===== src/rtl/fnd_display_arbiter.sv =====
// fnd_display_arbiter: shares a 4-digit common-anode FND between two requesters.
// Round-robin grant with minimum hold, per-frame snapshot, serial BCD, scan drive.
module fnd_display_arbiter #(
   parameter int TICK_DIV   = 100000,
   parameter int BLANK_CYC  = 1000,
   parameter int HOLD_TICKS = 2000
) (
   input  logic        clk,
   input  logic        reset,
   input  logic [1:0]  req,
   input  logic [13:0] val0,
   input  logic [13:0] val1,
   output logic [1:0]  grant,
   output logic [3:0]  fnd_digit,
   output logic [7:0]  fnd_data
);

   localparam int TW = (TICK_DIV > 1) ? $clog2(TICK_DIV) : 1;
   localparam int HW = $clog2(HOLD_TICKS + 1);
   localparam logic [TW-1:0] TICK_LAST = TW'(TICK_DIV - 1);
   localparam logic [TW-1:0] BLANK_END = TW'(BLANK_CYC);
   localparam logic [HW-1:0] HOLD_LOAD = HW'(HOLD_TICKS);

   // one-hot owner encoding doubles as the grant vector
   typedef enum logic [1:0] {
      IDLE = 2'b00,
      OWN0 = 2'b01,
      OWN1 = 2'b10
   } state_t;

   state_t          state;
   state_t          state_nx;
   logic [TW-1:0]   tick_cnt;
   logic            tick;
   logic            blank;
   logic [1:0]      digit_sel;
   logic [HW-1:0]   hold_cnt;
   logic            hold_zero;
   logic            last_served;
   logic [13:0]     snap;
   logic [13:0]     src;
   logic [29:0]     dd;
   logic [3:0]      dd_cnt;
   logic            busy;
   logic            snap_go;
   logic [15:0]     bcd;
   logic            ovf;
   logic [3:0]      nib;
   logic            zero3;
   logic            zero2;
   logic            zero1;
   logic            suppress;
   logic [3:0]      digit_nx;
   logic [7:0]      data_nx;

   function automatic logic [7:0] seg7(input logic [3:0] n);
      logic [7:0] s;
      case (n)
         4'd0:    s = 8'hC0;
         4'd1:    s = 8'hF9;
         4'd2:    s = 8'hA4;
         4'd3:    s = 8'hB0;
         4'd4:    s = 8'h99;
         4'd5:    s = 8'h92;
         4'd6:    s = 8'h82;
         4'd7:    s = 8'hF8;
         4'd8:    s = 8'h80;
         4'd9:    s = 8'h90;
         default: s = 8'hFF;
      endcase
      return s;
   endfunction

   // one double-dabble step: add 3 to each BCD nibble >= 5, then shift left
   function automatic logic [29:0] dabble(input logic [29:0] d);
      logic [29:0] t;
      t = d;
      for (int k = 0; k < 4; k++) begin
         if (t[14+4*k +: 4] >= 4'd5)
            t[14+4*k +: 4] = t[14+4*k +: 4] + 4'd3;
      end
      return {t[28:0], 1'b0};
   endfunction

   assign tick      = (tick_cnt == TICK_LAST);
   assign blank     = (tick_cnt < BLANK_END);
   assign hold_zero = (hold_cnt == '0);
   assign src       = (state == OWN1) ? val1 : val0;
   assign snap_go   = tick && (digit_sel == 2'd3) && (state != IDLE) && !busy;

   // free-running digit tick divider
   always_ff @(posedge clk or posedge reset) begin
      if (reset)     tick_cnt <= '0;
      else if (tick) tick_cnt <= '0;
      else           tick_cnt <= tick_cnt + 1'b1;
   end

   // scan position advances once per tick
   always_ff @(posedge clk or posedge reset) begin
      if (reset)     digit_sel <= 2'd0;
      else if (tick) digit_sel <= digit_sel + 2'd1;
   end

   // arbiter state register
   always_ff @(posedge clk or posedge reset) begin
      if (reset) state <= IDLE;
      else       state <= state_nx;
   end

   // arbiter next-state: owner drop or expired hold hands over
   always_comb begin
      state_nx = state;
      unique case (1'b1)
         (state == OWN0): begin
            if (!req[0])                state_nx = req[1] ? OWN1 : IDLE;
            else if (hold_zero && req[1]) state_nx = OWN1;
         end
         (state == OWN1): begin
            if (!req[1])                state_nx = req[0] ? OWN0 : IDLE;
            else if (hold_zero && req[0]) state_nx = OWN0;
         end
         default: begin
            if (req == 2'b11)  state_nx = last_served ? OWN0 : OWN1;
            else if (req[0])   state_nx = OWN0;
            else if (req[1])   state_nx = OWN1;
            else               state_nx = IDLE;
         end
      endcase
   end

   // arbiter outputs: grant is a straight decode of the owner flops
   always_comb begin
      grant = state;
   end

   // hold timer and round-robin memory, reloaded on every new ownership
   always_ff @(posedge clk or posedge reset) begin
      if (reset) begin
         hold_cnt    <= '0;
         last_served <= 1'b1;
      end else if (state_nx != state && state_nx != IDLE) begin
         hold_cnt    <= HOLD_LOAD;
         last_served <= (state_nx == OWN1);
      end else if (tick && state != IDLE && !hold_zero) begin
         hold_cnt    <= hold_cnt - 1'b1;
      end
   end

   // frame snapshot and serial binary-to-BCD conversion
   always_ff @(posedge clk or posedge reset) begin
      if (reset) begin
         snap   <= '0;
         dd     <= '0;
         dd_cnt <= '0;
         busy   <= 1'b0;
         bcd    <= '0;
         ovf    <= 1'b0;
      end else if (state_nx == IDLE) begin
         dd_cnt <= '0;
         busy   <= 1'b0;
         bcd    <= '0;
         ovf    <= 1'b0;
      end else if (busy) begin
         if (dd_cnt == 4'd14) begin
            bcd  <= dd[29:14];
            ovf  <= (snap > 14'd9999);
            busy <= 1'b0;
         end else begin
            dd     <= dabble(dd);
            dd_cnt <= dd_cnt + 4'd1;
         end
      end else if (snap_go) begin
         snap   <= src;
         dd     <= {16'd0, src};
         dd_cnt <= '0;
         busy   <= 1'b1;
      end
   end

   // digit value, leading-zero suppression and pin images
   always_comb begin
      nib      = bcd[3:0];
      zero3    = (bcd[15:12] == 4'd0);
      zero2    = zero3 && (bcd[11:8] == 4'd0);
      zero1    = zero2 && (bcd[7:4] == 4'd0);
      suppress = 1'b0;
      case (digit_sel)
         2'd1: begin nib = bcd[7:4];   suppress = zero1; end
         2'd2: begin nib = bcd[11:8];  suppress = zero2; end
         2'd3: begin nib = bcd[15:12]; suppress = zero3; end
         default: begin nib = bcd[3:0]; suppress = 1'b0; end
      endcase
      digit_nx = 4'b1111;
      if (state != IDLE && !blank)
         digit_nx = ~(4'b0001 << digit_sel);
      data_nx = 8'hFF;
      if (state == IDLE)  data_nx = 8'hFF;
      else if (ovf)       data_nx = 8'hBF;
      else if (suppress)  data_nx = 8'hFF;
      else                data_nx = seg7(nib);
   end

   // registered pin drive
   always_ff @(posedge clk or posedge reset) begin
      if (reset) begin
         fnd_digit <= 4'b1111;
         fnd_data  <= 8'hFF;
      end else begin
         fnd_digit <= digit_nx;
         fnd_data  <= data_nx;
      end
   end

endmodule

===== config.mk =====
export PLATFORM = sky130hd
export DESIGN_NAME = fnd_display_arbiter
export DESIGN_NICKNAME = d
export VERILOG_FILES = /design/src/rtl/fnd_display_arbiter.sv
export SDC_FILE = /design/constraint.sdc
export NUM_CORES = 1
export LEC_CHECK = 0
export BUFFER_PORTS_ARGS = -buffer_cell sky130_fd_sc_hd__buf_2
export CAP_MARGIN = 25
export CORE_UTILIZATION = 30
export CTS_CLUSTER_SIZE = 40
export DETAILED_ROUTE_END_ITERATION = 8
export GPL_ROUTABILITY_DRIVEN = 0
export REMOVE_ABC_BUFFERS = 1
export SYNTH_ARGS = -nofsm -noshare
export SYNTH_HDL_FRONTEND = slang
export SYNTH_SLANG_ARGS = --single-unit

===== constraint.sdc =====
create_clock -name clk -period 6 [get_ports clk]
set_clock_uncertainty 0.1 [all_clocks]
set_input_delay 0.6 -clock clk [delete_from_list [all_inputs] [get_ports clk]]
set_output_delay 0.6 -clock clk [all_outputs]
set_load 0.1 [all_outputs]

# Word-level counts from Yosys, hierarchy flattened
# Memories as Yosys holds them, arrays and structs flattened.
# Index checks and enable logic that the tools add are counted.
# totals
reg_bits,111
rom_bits,112
in_bits,32
out_inout_bits,14
elab_cells,116
memories,1
# memory_table
memory,words,width,read_ports,rd_ports_with_merged_regs,write_ports,line,text
(no name shown),16,7,1,0,0,58,case (n)
# op_classes
n_addsub,8
magnitude_cmp,6
eq_ne,12
n_shift,1
mux,41
bitwise_logic,3
reduce_logical,31
# ops
op,count
$mux 30,3
$mux 16,3
$mux 4,8
$mux 8,3
$mux 11,2
$add 17x1->17 const B,1
$eq 17x17->1 const B,1
$lt 17x10->1 const B,1
$mux 17,1
$ge 4x3->1 const B,4
$mux 2,8
$gt 14x14->1 const B,1
$mux 14,1
$add 4x2->4 const B,3
$logic_not 4->1,3
$pmux 4 s3,1
$reduce_bool 2->1,6
$logic_and 1x1->1,11
$logic_not 11->1,1
$sub 11x1->11 const B,1
$eq 2x2->1 const B,5
$mux 1,8
$reduce_and 3->1,2
$add 4x1->4 const B,1
other kinds (17),23

# Longest topological paths before layout
# depth
word_depth,8
mapped_depth,11
ltp_nobuf,10

# Worst setup path before layout
# OpenSTA, ideal clock, no wires.
# synth_timing
path_kind,register to register
startpoint,"register state[0], in the netlist grant[0]"
endpoint,register dd[18]
setup_ns,0.126
t_arrival_ns,3.059
required_time_ns,5.774
path_slack_ns,2.716
stages_incl_launch_ff,10
n_path_buf,1
synth_period_minus_slack_ns,3.284
cell_sequence,dfrtp_1 inv_1 ha_1 or3b_2 nand3_1 o22ai_4 or3_4 nand2_2 buf_6 o22ai_1
# synth_between
elab_chain_len,6
elab_cells_between_ends,14
classes_between,eq/ne (2); mux (5); bitwise (1); reduce/logical (6)
# synth_lines
item,line,text
"start, declared",31,state_t state;
"start signal, assigned",107,else state <= state_nx;
$mux 2 (on tied branches),"120, 116",
$mux 2 (on tied branches),"119, 115",
$pmux 2 s2 (*),113,unique case (1'b1)
via state_nx[0],32,state_t state_nx;
$logic_not 2->1 (*),158,end else if (state_nx == IDLE) begin
$not 1->1 (no source line) (*),--,
$reduce_and 3->1 (no source line) (*),--,
"end signal, assigned",169,dd <= dabble(dd);
"end signal, assigned",174,"dd <= {16'd0, src};"
"end, declared",42,logic [29:0] dd;
# Mark *: on every way through the listed nets, which the timed path passes. The rest lies on a longest branch.
# A chain may end at the register's enable or synchronous reset.

# Worst setup path after layout
# layout_timing
startpoint,"register state[0], in the netlist grant[0]"
endpoint,register dd[22]
# The elaborated chain is that of the path after synthesis.

==> metrics <==
Layout area overhead 13.67%; Fillers between 1500 and 2000; clk_lat worst skew 0.35 ns; wire per inst 12.99 um; Total GRT Usage 12.40%; max-cap viol count 0; Post-CTS Setup Inserts 0; Die Span Y between 100 and 150 um; setup_tns 0 ns; relative slew slack 36.97%; full die area 19250 um2; drt first pass iters 8; Internal 1.302 mW; CTS Sinks 106; Final Hold Fails 0; area of the multi-input gates between 2000 and 3000 um2; Max Freq 0.3224 GHz; switch share 36.03%; CTS hold repair buffers 0; DRT antenna net count 0; port bufs 44; share of layout cells above drive strength 1 15.46%; Final period util 51.70%; commonest non-fill, non-tap cell in the layout nand2_1; IO Pins 46; Post-synth EDFFs 0; Leak 2.743 nW; Combinational Power Share 29.5%; post-cts gate resize count 0; CTS Buf Count 9; startpoint types register; dpl hpwl 7795 um; failing checks design-rule violations; Most used DFF post-synth dfrtp_1; power density over the cells 319.3 nW/um2; switching power approximately 730 uW; CTS Buffer Depth 2; clock-pin slew on the worst setup and hold paths 0.07 ns; fin nets approximately 690; vias in the first global route between 3000 and 4000; Die W 138.7 um; outcome finished with violations; global route overflow 0; initial antenna violation count 0; H-tree levels 3; final WL roughly 11000 um; Yosys warnings 0; Starting Density 30.91%; Worst Path Arrival approximately 3.3 ns; Pwr Total 2.036 mW; CTS tree done; vias 4184; cell row count ~50; Flop pwr share 38.3%; ANT cells 0; root buffer cell clkbuf_16; Worst Max-Slew Pin Slew approximately 0.95 ns; Critical Path RT ~6.2 ns; Synth cell types 67; largest net degree at the start of global routing 67; Hold Path Class input pin to async pin; reg2reg path depth 9; sequential share of the synthesized area 47.56%; Critical Path End Type register; first-pass GRT wire length 19360 um; Starting DRT DRC Count 212; Async SR Flop Fraction 100.0%; RSZ-0062 raised after global routing no; Period minus WS final 3.102 ns; post-route DRC violation count 2; Core Area 18150 um2; highest fanout seen on the critical path 19; Avg Vias per Cell 4.848; mean post-synth cell area ~9.5 um2; Crit Path Class register to register; Finish-stage setup viols 0; worst-case vdd ir drop 156.1 uV; Sequential Area 2668 um2; Post-Synthesis Cells just under 600; clock share of power 32.2%; number of synthesized register bits 106; most frequent cells in the layout 98 x nand2_1, 94 x dfrtp_1, 45 x nor2_1, 45 x a21oi_1, 44 x buf_2; mapped cell area 5609 um2; max-slew violation count 0
[per-stage QoR]
| stage | hold slack, ns | std cells | instance area (um2) | utilization (%) | setup slack (ns) |
|---|---|---|---|---|---|
| finish | 0.1892 | 863 | 6376 | 35.14 | 2.898 |
| global placement | 0.3589 | 846 | 6025 | 33.20 | 2.667 |
| floorplan | 0.3441 | 567 | 5470 | - | 2.389 |
| global route | 0.2300 | 863 | 6376 | 35.14 | 2.712 |
| detailed placement | 0.3712 | 846 | 6025 | 33.20 | 2.546 |
| CTS | 0.2014 | 862 | 6361 | 35.05 | 2.538 |
[worst max-delay path, stage by stage (launching register included)]
cell     delay (ns)
dfrtp_1        0.50
inv_1          0.13
ha_1           0.39
or3b_2         0.48
nand3_1        0.17
o22ai_4        0.15
o31ai_4        0.60
buf_8          0.24
inv_2          0.09
o32ai_1        0.14
[cells in the mapped netlist (all sizes together) (3+ instances only)]
cell type,number,area (um2)
a21oi,46,234.0
and2,7,43.79
nand4,7,43.79
nor3,13,86.34
o21ai,52,260.3
nand2b,6,37.54
or3,3,23.77
and4,5,43.79
dfstp,12,315.3
nand3,17,85.08
nor2,45,168.9
clkbuf,11,41.29
xnor2,17,148.9
mux2i,18,180.2
nor4,10,77.57
inv,22,82.58
ha,26,325.3
dfrtp,94,2352
o22ai,6,51.30
a222oi,4,40.04
nand2,99,374.1
o31ai,9,86.33
buf,15,97.59
xor2,13,113.9
[area by class of cell]
class	instances	area share, %
clock buffers	11	3.964
clock inverters	5	1.315
inverters	23	1.393
multi-input cells	438	42.60
flip-flops and latches	106	41.84
well taps	229	4.494
repair buffers	51	4.396
[worst paths after layout]
kind | startpoint | endpoint | slack (ns)
worst max-delay path | grant[0] | dd[22] | 2.90
worst min-delay path | reset | hold_cnt[0] | 0.19
worst max register to register | grant[0] | dd[22] | 2.90
worst min register to register | snap[12] | snap[12] | 0.38
max in group asynchronous | reset | bcd[13] | 4.40
min in group clk | snap[12] | snap[12] | 0.38
[layer usage]
metal | vias up | part of all wire (%) | track usage [%]
met5 | - | 0 | 0
met4 | 0 | 0.63 | 2.456
met3 | 8 | 3.4 | 3.522
met2 | 72 | 43 | 18.67
met1 | 1966 | 53 | 17.71
li1 | 2138 | - | -
[registers in the layout, summed over array words and instances (netlist names), 4 cells and up]
| name | flops |
|---|---|
| dd | 30 |
| tick_cnt | 17 |
| bcd | 16 |
| hold_cnt | 11 |
| snap | 10 |
| fnd_data | 7 |
| dd_cnt | 4 |
| fnd_digit | 4 |
[cells by family after synthesis]
family | after synthesis | share of synthesized area (%)
DFF | 106 | 47.56
and+or+nand+nor | 225 | 19.43
buffers and inverters | 49 | 4.015
adders and majority gates | 26 | 5.800
muxes | 19 | 3.413
AOI/OAI and AO/OA | 137 | 15.03
other | 1 | 0.06686
xor gates and xnor gates | 30 | 4.684
[power groups by stage]
stage | logic (mW) | clock network [mW] | registers, mW
2_1_floorplan | 0.281 | 0 | 0.996
3_3_place_gp | 0.609 | 0 | 0.793
3_5_place_dp | 0.610 | 0 | 0.793
4_1_cts | 0.610 | 0.676 | 0.779
5_1_grt | 0.652 | 0.705 | 0.784
6_report | 0.601 | 0.655 | 0.780
Note: power is estimated with default switching activity, not from simulation.
